--- config.mk ---
export PLATFORM = sky130hd
export DESIGN_NAME = hw_stack_unit_flat
export DESIGN_NICKNAME = d
export VERILOG_FILES = /design/src/rtl/hw_stack_unit_if.sv /design/src/rtl/hw_stack_unit.sv /design/src/flat_wrapper.sv
export SDC_FILE = /design/constraint.sdc
export NUM_CORES = 2
export LEC_CHECK = 0
export ABC_AREA = 1
export CORE_AREA = 4 4 627 318
export CTS_BUF_LIST = sky130_fd_sc_hd__clkbuf_16
export DETAILED_ROUTE_END_ITERATION = 10
export DIE_AREA = 0 0 631 322
export DONT_BUFFER_PORTS = 1
export PLACE_DENSITY = 0.6
export SYNTH_ARGS = -nofsm -noshare
export SYNTH_HDL_FRONTEND = slang
export SYNTH_SLANG_ARGS = --single-unit
--- constraint.sdc ---
create_clock -name clock -period 11.2 [get_ports clock]
set_input_delay 1.68 -clock clock [delete_from_list [all_inputs] [get_ports clock]]
set_output_delay 1.68 -clock clock [all_outputs]
set_load 0.01 [all_outputs]
--- src/rtl/hw_stack_unit_if.sv ---
// Push/pop request and stack status bundle between the register file and hw_stack_unit.
// Peek ports exist only when STACK_PEEK_EN is defined.
interface hw_stack_unit_if #(
    parameter int DATA_W   = 32,
    parameter int AMOUNT_W = 16
);
    // Requests carry no ready: each flag high at a posedge is exactly one operation,
    // always accepted; a rejected push or pop is reported through the sticky flags.
    logic                STACK_push_flag;
    logic [DATA_W-1:0]   STACK_push_value;
    logic                STACK_pop_flag;
    logic [DATA_W-1:0]   STACK_TOP;
    logic [AMOUNT_W-1:0] STACK_AMOUNT;
    logic                STACK_full;
    logic                STACK_empty;
    logic                STACK_overflow;
    logic                STACK_underflow;
`ifdef STACK_PEEK_EN
    logic [AMOUNT_W-1:0] peek_index;
    logic [DATA_W-1:0]   peek_value;
`endif

    modport master (
        output STACK_push_flag, STACK_push_value, STACK_pop_flag,
`ifdef STACK_PEEK_EN
        output peek_index,
        input  peek_value,
`endif
        input  STACK_TOP, STACK_AMOUNT, STACK_full, STACK_empty,
        input  STACK_overflow, STACK_underflow
    );

    modport slave (
        input  STACK_push_flag, STACK_push_value, STACK_pop_flag,
`ifdef STACK_PEEK_EN
        input  peek_index,
        output peek_value,
`endif
        output STACK_TOP, STACK_AMOUNT, STACK_full, STACK_empty,
        output STACK_overflow, STACK_underflow
    );
endinterface

--- src/rtl/hw_stack_unit.sv ---
// LIFO data stack with registered top/count, sticky overflow/underflow flags.
// Optional combinational peek port enabled by defining STACK_PEEK_EN.
module hw_stack_unit #(
    parameter int DATA_W   = 32,
    parameter int DEPTH    = 64,
    parameter int AMOUNT_W = 16
) (
    input  logic           clock,
    input  logic           reset,
    hw_stack_unit_if.slave stk
);
    localparam int PTR_W = (DEPTH > 1) ? $clog2(DEPTH) : 1;
    localparam logic [AMOUNT_W-1:0] DEPTH_A = AMOUNT_W'(DEPTH);

    logic [DATA_W-1:0]   mem_q [DEPTH];
    logic [AMOUNT_W-1:0] amount_q, amount_d;
    logic [DATA_W-1:0]   top_q, top_d;
    logic                overflow_q, overflow_d;
    logic                underflow_q, underflow_d;

    logic                mem_we;
    logic [PTR_W-1:0]    mem_waddr;
    logic [DATA_W-1:0]   mem_wdata;
    logic                is_empty, is_full;
    logic [PTR_W-1:0]    idx_push, idx_top, idx_below;

    assign is_empty  = (amount_q == '0);
    assign is_full   = (amount_q == DEPTH_A);
    // Indices wrap in PTR_W bits; the empty/full guards keep them from being used out of range.
    assign idx_push  = amount_q[PTR_W-1:0];
    assign idx_top   = idx_push - PTR_W'(1);
    assign idx_below = idx_push - PTR_W'(2);

    always_comb begin
        amount_d    = amount_q;
        top_d       = top_q;
        overflow_d  = overflow_q;
        underflow_d = underflow_q;
        mem_we      = 1'b0;
        mem_waddr   = idx_push;
        mem_wdata   = stk.STACK_push_value;
        case ({stk.STACK_push_flag, stk.STACK_pop_flag})
            2'b10: begin
                if (is_full) begin
                    overflow_d = 1'b1;
                end else begin
                    mem_we   = 1'b1;
                    amount_d = amount_q + AMOUNT_W'(1);
                    top_d    = stk.STACK_push_value;
                end
            end
            2'b01: begin
                if (is_empty) begin
                    underflow_d = 1'b1;
                end else if (amount_q == AMOUNT_W'(1)) begin
                    amount_d = '0;
                    top_d    = '0;
                end else begin
                    amount_d = amount_q - AMOUNT_W'(1);
                    top_d    = mem_q[idx_below];
                end
            end
            2'b11: begin
                mem_we = 1'b1;
                top_d  = stk.STACK_push_value;
                if (is_empty) begin
                    amount_d    = AMOUNT_W'(1);
                    underflow_d = 1'b1;
                end else begin
                    mem_waddr = idx_top;
                end
            end
            default: ;
        endcase
    end

    always_ff @(posedge clock) begin
        if (reset) begin
            amount_q    <= '0;
            top_q       <= '0;
            overflow_q  <= 1'b0;
            underflow_q <= 1'b0;
        end else begin
            amount_q    <= amount_d;
            top_q       <= top_d;
            overflow_q  <= overflow_d;
            underflow_q <= underflow_d;
        end
    end

    // Storage is never cleared; TOP and the count gate what is visible.
    always_ff @(posedge clock) begin
        if (mem_we && !reset) begin
            mem_q[mem_waddr] <= mem_wdata;
        end
    end

    assign stk.STACK_TOP       = top_q;
    assign stk.STACK_AMOUNT    = amount_q;
    assign stk.STACK_full      = is_full;
    assign stk.STACK_empty     = is_empty;
    assign stk.STACK_overflow  = overflow_q;
    assign stk.STACK_underflow = underflow_q;

`ifdef STACK_PEEK_EN
    logic [PTR_W-1:0] peek_addr;
    assign peek_addr      = idx_top - stk.peek_index[PTR_W-1:0];
    assign stk.peek_value = (stk.peek_index < amount_q) ? mem_q[peek_addr] : '0;
`endif
endmodule

--- src/flat_wrapper.sv ---
// flat-port wrapper written by rule: the top's interface ports become plain ports
module hw_stack_unit_flat 
#(
    parameter int DATA_W   = 32,
    parameter int DEPTH    = 64,
    parameter int AMOUNT_W = 16
)
  (clock, reset, stk_STACK_push_flag, stk_STACK_push_value, stk_STACK_pop_flag, stk_STACK_TOP, stk_STACK_AMOUNT, stk_STACK_full, stk_STACK_empty, stk_STACK_overflow, stk_STACK_underflow);
  hw_stack_unit_if #(.DATA_W(DATA_W), .AMOUNT_W(AMOUNT_W)) stk_i ();
  input  logic clock;
  input  logic reset;
  input wire logic [$bits(stk_i.STACK_push_flag)-1:0] stk_STACK_push_flag;
  input wire logic [$bits(stk_i.STACK_push_value)-1:0] stk_STACK_push_value;
  input wire logic [$bits(stk_i.STACK_pop_flag)-1:0] stk_STACK_pop_flag;
  output wire logic [$bits(stk_i.STACK_TOP)-1:0] stk_STACK_TOP;
  output wire logic [$bits(stk_i.STACK_AMOUNT)-1:0] stk_STACK_AMOUNT;
  output wire logic [$bits(stk_i.STACK_full)-1:0] stk_STACK_full;
  output wire logic [$bits(stk_i.STACK_empty)-1:0] stk_STACK_empty;
  output wire logic [$bits(stk_i.STACK_overflow)-1:0] stk_STACK_overflow;
  output wire logic [$bits(stk_i.STACK_underflow)-1:0] stk_STACK_underflow;
  assign stk_i.STACK_push_flag = stk_STACK_push_flag;
  assign stk_i.STACK_push_value = stk_STACK_push_value;
  assign stk_i.STACK_pop_flag = stk_STACK_pop_flag;
  assign stk_STACK_TOP = stk_i.STACK_TOP;
  assign stk_STACK_AMOUNT = stk_i.STACK_AMOUNT;
  assign stk_STACK_full = stk_i.STACK_full;
  assign stk_STACK_empty = stk_i.STACK_empty;
  assign stk_STACK_overflow = stk_i.STACK_overflow;
  assign stk_STACK_underflow = stk_i.STACK_underflow;
  hw_stack_unit #(.DATA_W(DATA_W), .DEPTH(DEPTH), .AMOUNT_W(AMOUNT_W)) u_core (.clock(clock), .reset(reset), .stk(stk_i));
endmodule
# [Word-level counts from Yosys, hierarchy flattened]
# Memories as Yosys holds them, arrays and structs flattened.
# Index checks and enable logic that the tools add are counted.
[word_totals] elab_cells=41 input_bits=36 output_inout_bits=52 reg_bits=50 n_memories=1 ramBits=2048
[op_classes] eq_ne=8 n_addsub=4 n_mux=15 n_reduce_logical=9
[memory_table] name="u_core.mem_q" words=64 width=32 rd=1 rd_clocked_by_memory_dff=0 write_ports=1 line_no="hw_stack_unit.sv:15" text="logic [DATA_W-1:0] mem_q [DEPTH];"
[op_table] cell="$mux 32" n=3
[op_table] cell="$pmux 32 s3" n=1
[op_table] cell="$mux 16" n=4
[op_table] cell="$pmux 16 s3" n=1
[op_table] cell="$add 16x1->16 const B" n=1
[op_table] cell="$eq 16x1->1 const B" n=1
[op_table] cell="$eq 16x7->1 const B" n=1
[op_table] cell="$logic_not 16->1" n=1
[op_table] cell="$sub 16x1->16 const B" n=1
[op_table] cell="$mux 6" n=2
[op_table] cell="$ne 2x2->1 const B" n=3
[op_table] cell="$sub 6x1->6 const B" n=1
[op_table] cell="$sub 6x2->6 const B" n=1
[op_table] cell="$eq 2x2->1 const B" n=2
[op_table] cell="$reduce_and 2->1" n=2
[op_table] cell="$reduce_and 4->1" n=1
[op_table] cell="$mux 1" n=3
[op_table] cell="$reduce_and 3->1" n=1
[op_table] cell="$reduce_bool 3->1" n=1
[op_table] cell="$eq 2x1->1 const B" n=1
[op_table] cell="$pmux 1 s2" n=1
[op_table] cell="$reduce_or 2->1" n=1
[op_table] cell="$logic_and 1x1->1" n=1
[op_table] cell="$logic_not 1->1" n=1

# [Longest topological paths before layout]
[depth] depth_word=6 mapped_depth=18 ltp_nobuf=14

# [Worst setup path after synthesis]
# OpenSTA, ideal clock, no wires.
[synth_timing] kind="input-to-reg" startpoint="in stk_STACK_pop_flag" endpoint="mem u_core.mem_q[11][0], enable pin" t_arrival_ns=4.350 t_required_ns=10.779 path_stages=9 path_slack_ns=6.429 cell_sequence="clkbuf_1 nand2_1 nor2_8 inv_2 nand2_1 nand2_2 inv_2 nand3_1 nor2_1"
[synth_between] elab_chain_cells=5
[synth_lines] element="start: declaration" line_no="flat_wrapper.sv:14" text="input wire logic [$bits(stk_i.STACK_pop_flag)-1:0] stk_STACK_pop_flag;"
[synth_lines] element="$eq 2x2->1" line_no="hw_stack_unit.sv:42" text="case ({stk.STACK_push_flag, stk.STACK_pop_flag})"
[synth_lines] element="$pmux 1 s2" line_no="hw_stack_unit.sv:42"
[synth_lines] element="$logic_and 1x1->1" line_no="hw_stack_unit.sv:93" text="if (mem_we && !reset) begin"
[synth_lines] element="$mux 1" line_no="hw_stack_unit.sv:93"
[synth_lines] element="$mux 1 (not written as such)" line_no="hw_stack_unit.sv:94" text="mem_q[mem_waddr] <= mem_wdata;"
[synth_lines] element="end: declaration" line_no="hw_stack_unit.sv:15"
# Parallel ways exist; a longest one is shown, timed or not.

# [Worst setup path in the final report]
[layout_timing] startpoint="reg u_core.amount_q[0], in the netlist u_core.stk.STACK_AMOUNT[0]" endpoint="reg u_core.top_q[10], in the netlist u_core.stk.STACK_TOP[10]"
[layout_between] elab_chain_cells=5
[layout_lines] element="start: declaration" line_no="hw_stack_unit.sv:16" text="logic [AMOUNT_W-1:0] amount_q, amount_d;"
[layout_lines] element="start signal: assignment" line_no="hw_stack_unit.sv:84" text="amount_q <= amount_d;"
[layout_lines] element="$sub 6x2->6" line_no="hw_stack_unit.sv:32" text="assign idx_below = idx_push - PTR_W'(2);"
[layout_lines] element="$mem_v2 64x32"
[layout_lines] element="$mux 32" line_no="hw_stack_unit.sv:55" text="end else if (amount_q == AMOUNT_W'(1)) begin"
[layout_lines] element="$mux 32" line_no="hw_stack_unit.sv:53" text="if (is_empty) begin"
[layout_lines] element="$pmux 32 s3" line_no="hw_stack_unit.sv:42"
[layout_lines] element="end signal: assignment" line_no="hw_stack_unit.sv:85" text="top_q <= top_d;"
[layout_lines] element="end: declaration" line_no="hw_stack_unit.sv:17" text="logic [DATA_W-1:0] top_q, top_d;"
# Parallel ways exist; a longest one is shown, timed or not. The select of a mux whose other input is x is not followed.
# A chain may end at the register's enable or synchronous reset.

==> metrics.cfg <==
[power_and_ir_drop]
power.total_mw = 21.7
leakagePower_nw = 35.3
pwr_density_cell_mw_per_mm2 = 227
irDropWorstVdd_v = 0.000271

[floorplanning]
die_w_microns = 631
dieHeight_microns = 322
core.rowCount = 114
io_pins = 88
die_area_sq_mm = 0.203
start_util = 0.450
core_sq_mm = 0.193

[logic_synthesis]
synth_fp_nets = 7853
ys_ff_latch = 2098
synth_mux_area_frac = 0
syn-cell-area_sq_mm = 0.0869
yosys_warnings = 0
synthAdderAreaFrac = 0.000720
synth_cell_types = 39
synth_most_common_cell = nand2_1
synth_top_family_by_area = simple AND/OR/NAND/NOR gates
synthSimpleGateAreaFrac = 0.218
syn_inst = 7812
synthXorXnorAreaFrac = 0.00130
synth-edff-count = 2048
syn_area_per_cell_sq_um = 11.1
synthTopCellsByCount = 2774 x nand2_1, 2048 x edfxtp_1, 1488 x nand3_1
synth_compound_area_frac = 0.0197
synth_top_cell_area_share = 0.708
ys.flop_type = edfxtp_1
async_flop_share = 0
ys_top_cells_by_area = edfxtp_1 71%, nand2_1 12%, nand3_1 8.6%, inv_1 1.8%, clkbuf_1 1.2%
synth_largest_area_cell = edfxtp_1
yosysSeqAreaShare = 0.719

[sta]
finalCritPeriodShare = 0.485
timing.fmax_mhz = 184
setup_ws_ps = 5770
rsz0062_at_grt = false
finalMaxSlewViolations = 0
setup_tns_ps = 0
finClkSkew_ps = 26.3
maxSlewHeadroom = 0.322
hold_viol = 0
finalSetupViolCount = 0
hold_ws_ps = 504
finalCriticalPeriod_ps = 5430
worst_slew_pin_slew_ps = 1010

[worst_setup_path]
crit_type = flip-flop to flip-flop
r2r_cells = 14
rr_endpoint = u_core.stk.STACK_TOP[10]
cp_data_required_time_ps = 11950
startpoint = u_core.stk.STACK_AMOUNT[0]
reg2reg_slack_ps = 5770
end_kind = flip-flop
path_max_fanout = 136
r2r-start = u_core.stk.STACK_AMOUNT[0]
crit_path_start_kind = flip-flop
worstPathArrival_ps = 6180

[job]
max_cap_viol_count = 0

[clocking]
cts_tree = done
cts_setup_buffers = 0
path_clk_slew_ps = 70
cts_made_buffers = 198
worstSkewPairLatency_ps = 840
ctsResizeCount = 0
cts_sinks = 2098
hold_buffers = 0
htree_levels = 4
root_buffer = clkbuf_16
clock_path_buffers = 4

[hold_path]
hold_class = flip-flop to flip-flop
holdCritStartpoint = u_core.stk.STACK_overflow
whs_path_depth = 2
hold_end = u_core.stk.STACK_overflow

[layout]
final_cells = 10400
final_area_sq_mm = 0.0958
fin_nets = 7701
area_growth_pct = 10.3
drive_above_1_share = 0.0615
diodes = 0
final_core_util = 0.496

[global_routing]
grt_remaining_overflow = 0
grt_pass1_vias = 54000
grt_max_degree = 175
grt_pass1_wl_mm = 371
track_usage = 0.245
grt_antenna_before_repair = 6

[drt]
drc = 0
viasPerCell = 5.59
vias = 58300
wirelength_mm = 255
firstDrtPassIters = 6
drtIter0Drc = 8050
wl_per_cell_microns = 24.5
drtAntennaViolNets = 0

[placement]
dp.final_hpwl_mm = 127
gp_congestion = 0.859
place_ws_ps = 5830
post-place-cells = 10100
io_buffer_count = 0
place_area_sq_mm = 0.0898

[status]
status = finished, final reports clean

[power breakdown]
| part | switching [mW] | internal [mW] |
|---|---|---|
| registers | 0.205 | 8.76 |
| logic | 4.77 | 1.57 |
| clock network | 2.89 | 3.55 |
| total | 7.87 | 13.9 |
[state kept, by name (all words and copies together) (netlist names)]
name,count
u_core.stk.STACK_TOP,32
u_core.stk.STACK_underflow,1
u_core.stk.STACK_AMOUNT,16
u_core.stk.STACK_overflow,1
u_core.mem_q,2048
[how the worst max path moves through the flow]
stage | to | cells past startpoint
CTS | u_core.mem_q[3][15] | 14
floorplan | u_core.mem_q[11][0] | 9
detailed placement | u_core.mem_q[3][30] | 14
global route | u_core.stk.STACK_TOP[8] | 14
finish | u_core.stk.STACK_TOP[10] | 14
global placement | u_core.stk.STACK_TOP[8] | 14
[logic make-up (layout without fill, tap and decap cells)]
| family | Yosys count | in the layout |
|---|---|---|
| simple gates | 4495 | 4495 |
| flops | 2098 | 2098 |
| buf+inv | 910 | 908 |
| compound gates | 292 | 292 |
| xor+xnor | 12 | 12 |
| fa+ha+maj | 5 | 5 |
[critical path, stage by stage, from the launching register on]
cell and delay [ps]:
dfxtp_4 640, inv_8 760, buf_4 660, buf_4 790, buf_4 900, nand2_1 110
nand3_1 110, nand2_1 70, nand2_1 50, nand3_1 180, nand3_1 160, nand3_1 220
nand2_1 150, nand2_1 50, a21oi_1 140
[per-layer routing]
layer / GRT usage / vias up / routed length, microns
li1: - / 26500 / -
met1: 0.356 / 28600 / 109000
met2: 0.382 / 2783 / 115000
met3: 0.0360 / 409 / 22700
met4: 0.0806 / 0 / 8360
met5: 0 / - / 0
[cell usage in the layout (no fill, tap or decap), types with 83 or more instances in the layout]
cell type and n:
nand2_1 2774, edfxtp_1 2048, nand3_1 1488, inv_1 465, clkbuf_16 202, nor2_1 131
buf_4 110, o21ai_0 101, a21oi_1 98, o211ai_1 83
[area by class of cell]
| class | count | area, sq um |
|---|---|---|
| clock buffers | 202 | 5050 |
| clock inverters | 148 | 970 |
| fillers | 16800 | 97300 |
| inverters | 440 | 1680 |
| multi-input cells | 4804 | 21300 |
| flip-flops and latches | 2098 | 62500 |
| well taps | 2610 | 3270 |
| repair buffers | 118 | 986 |
No activity file was read; power rests on OpenSTA's default activity.
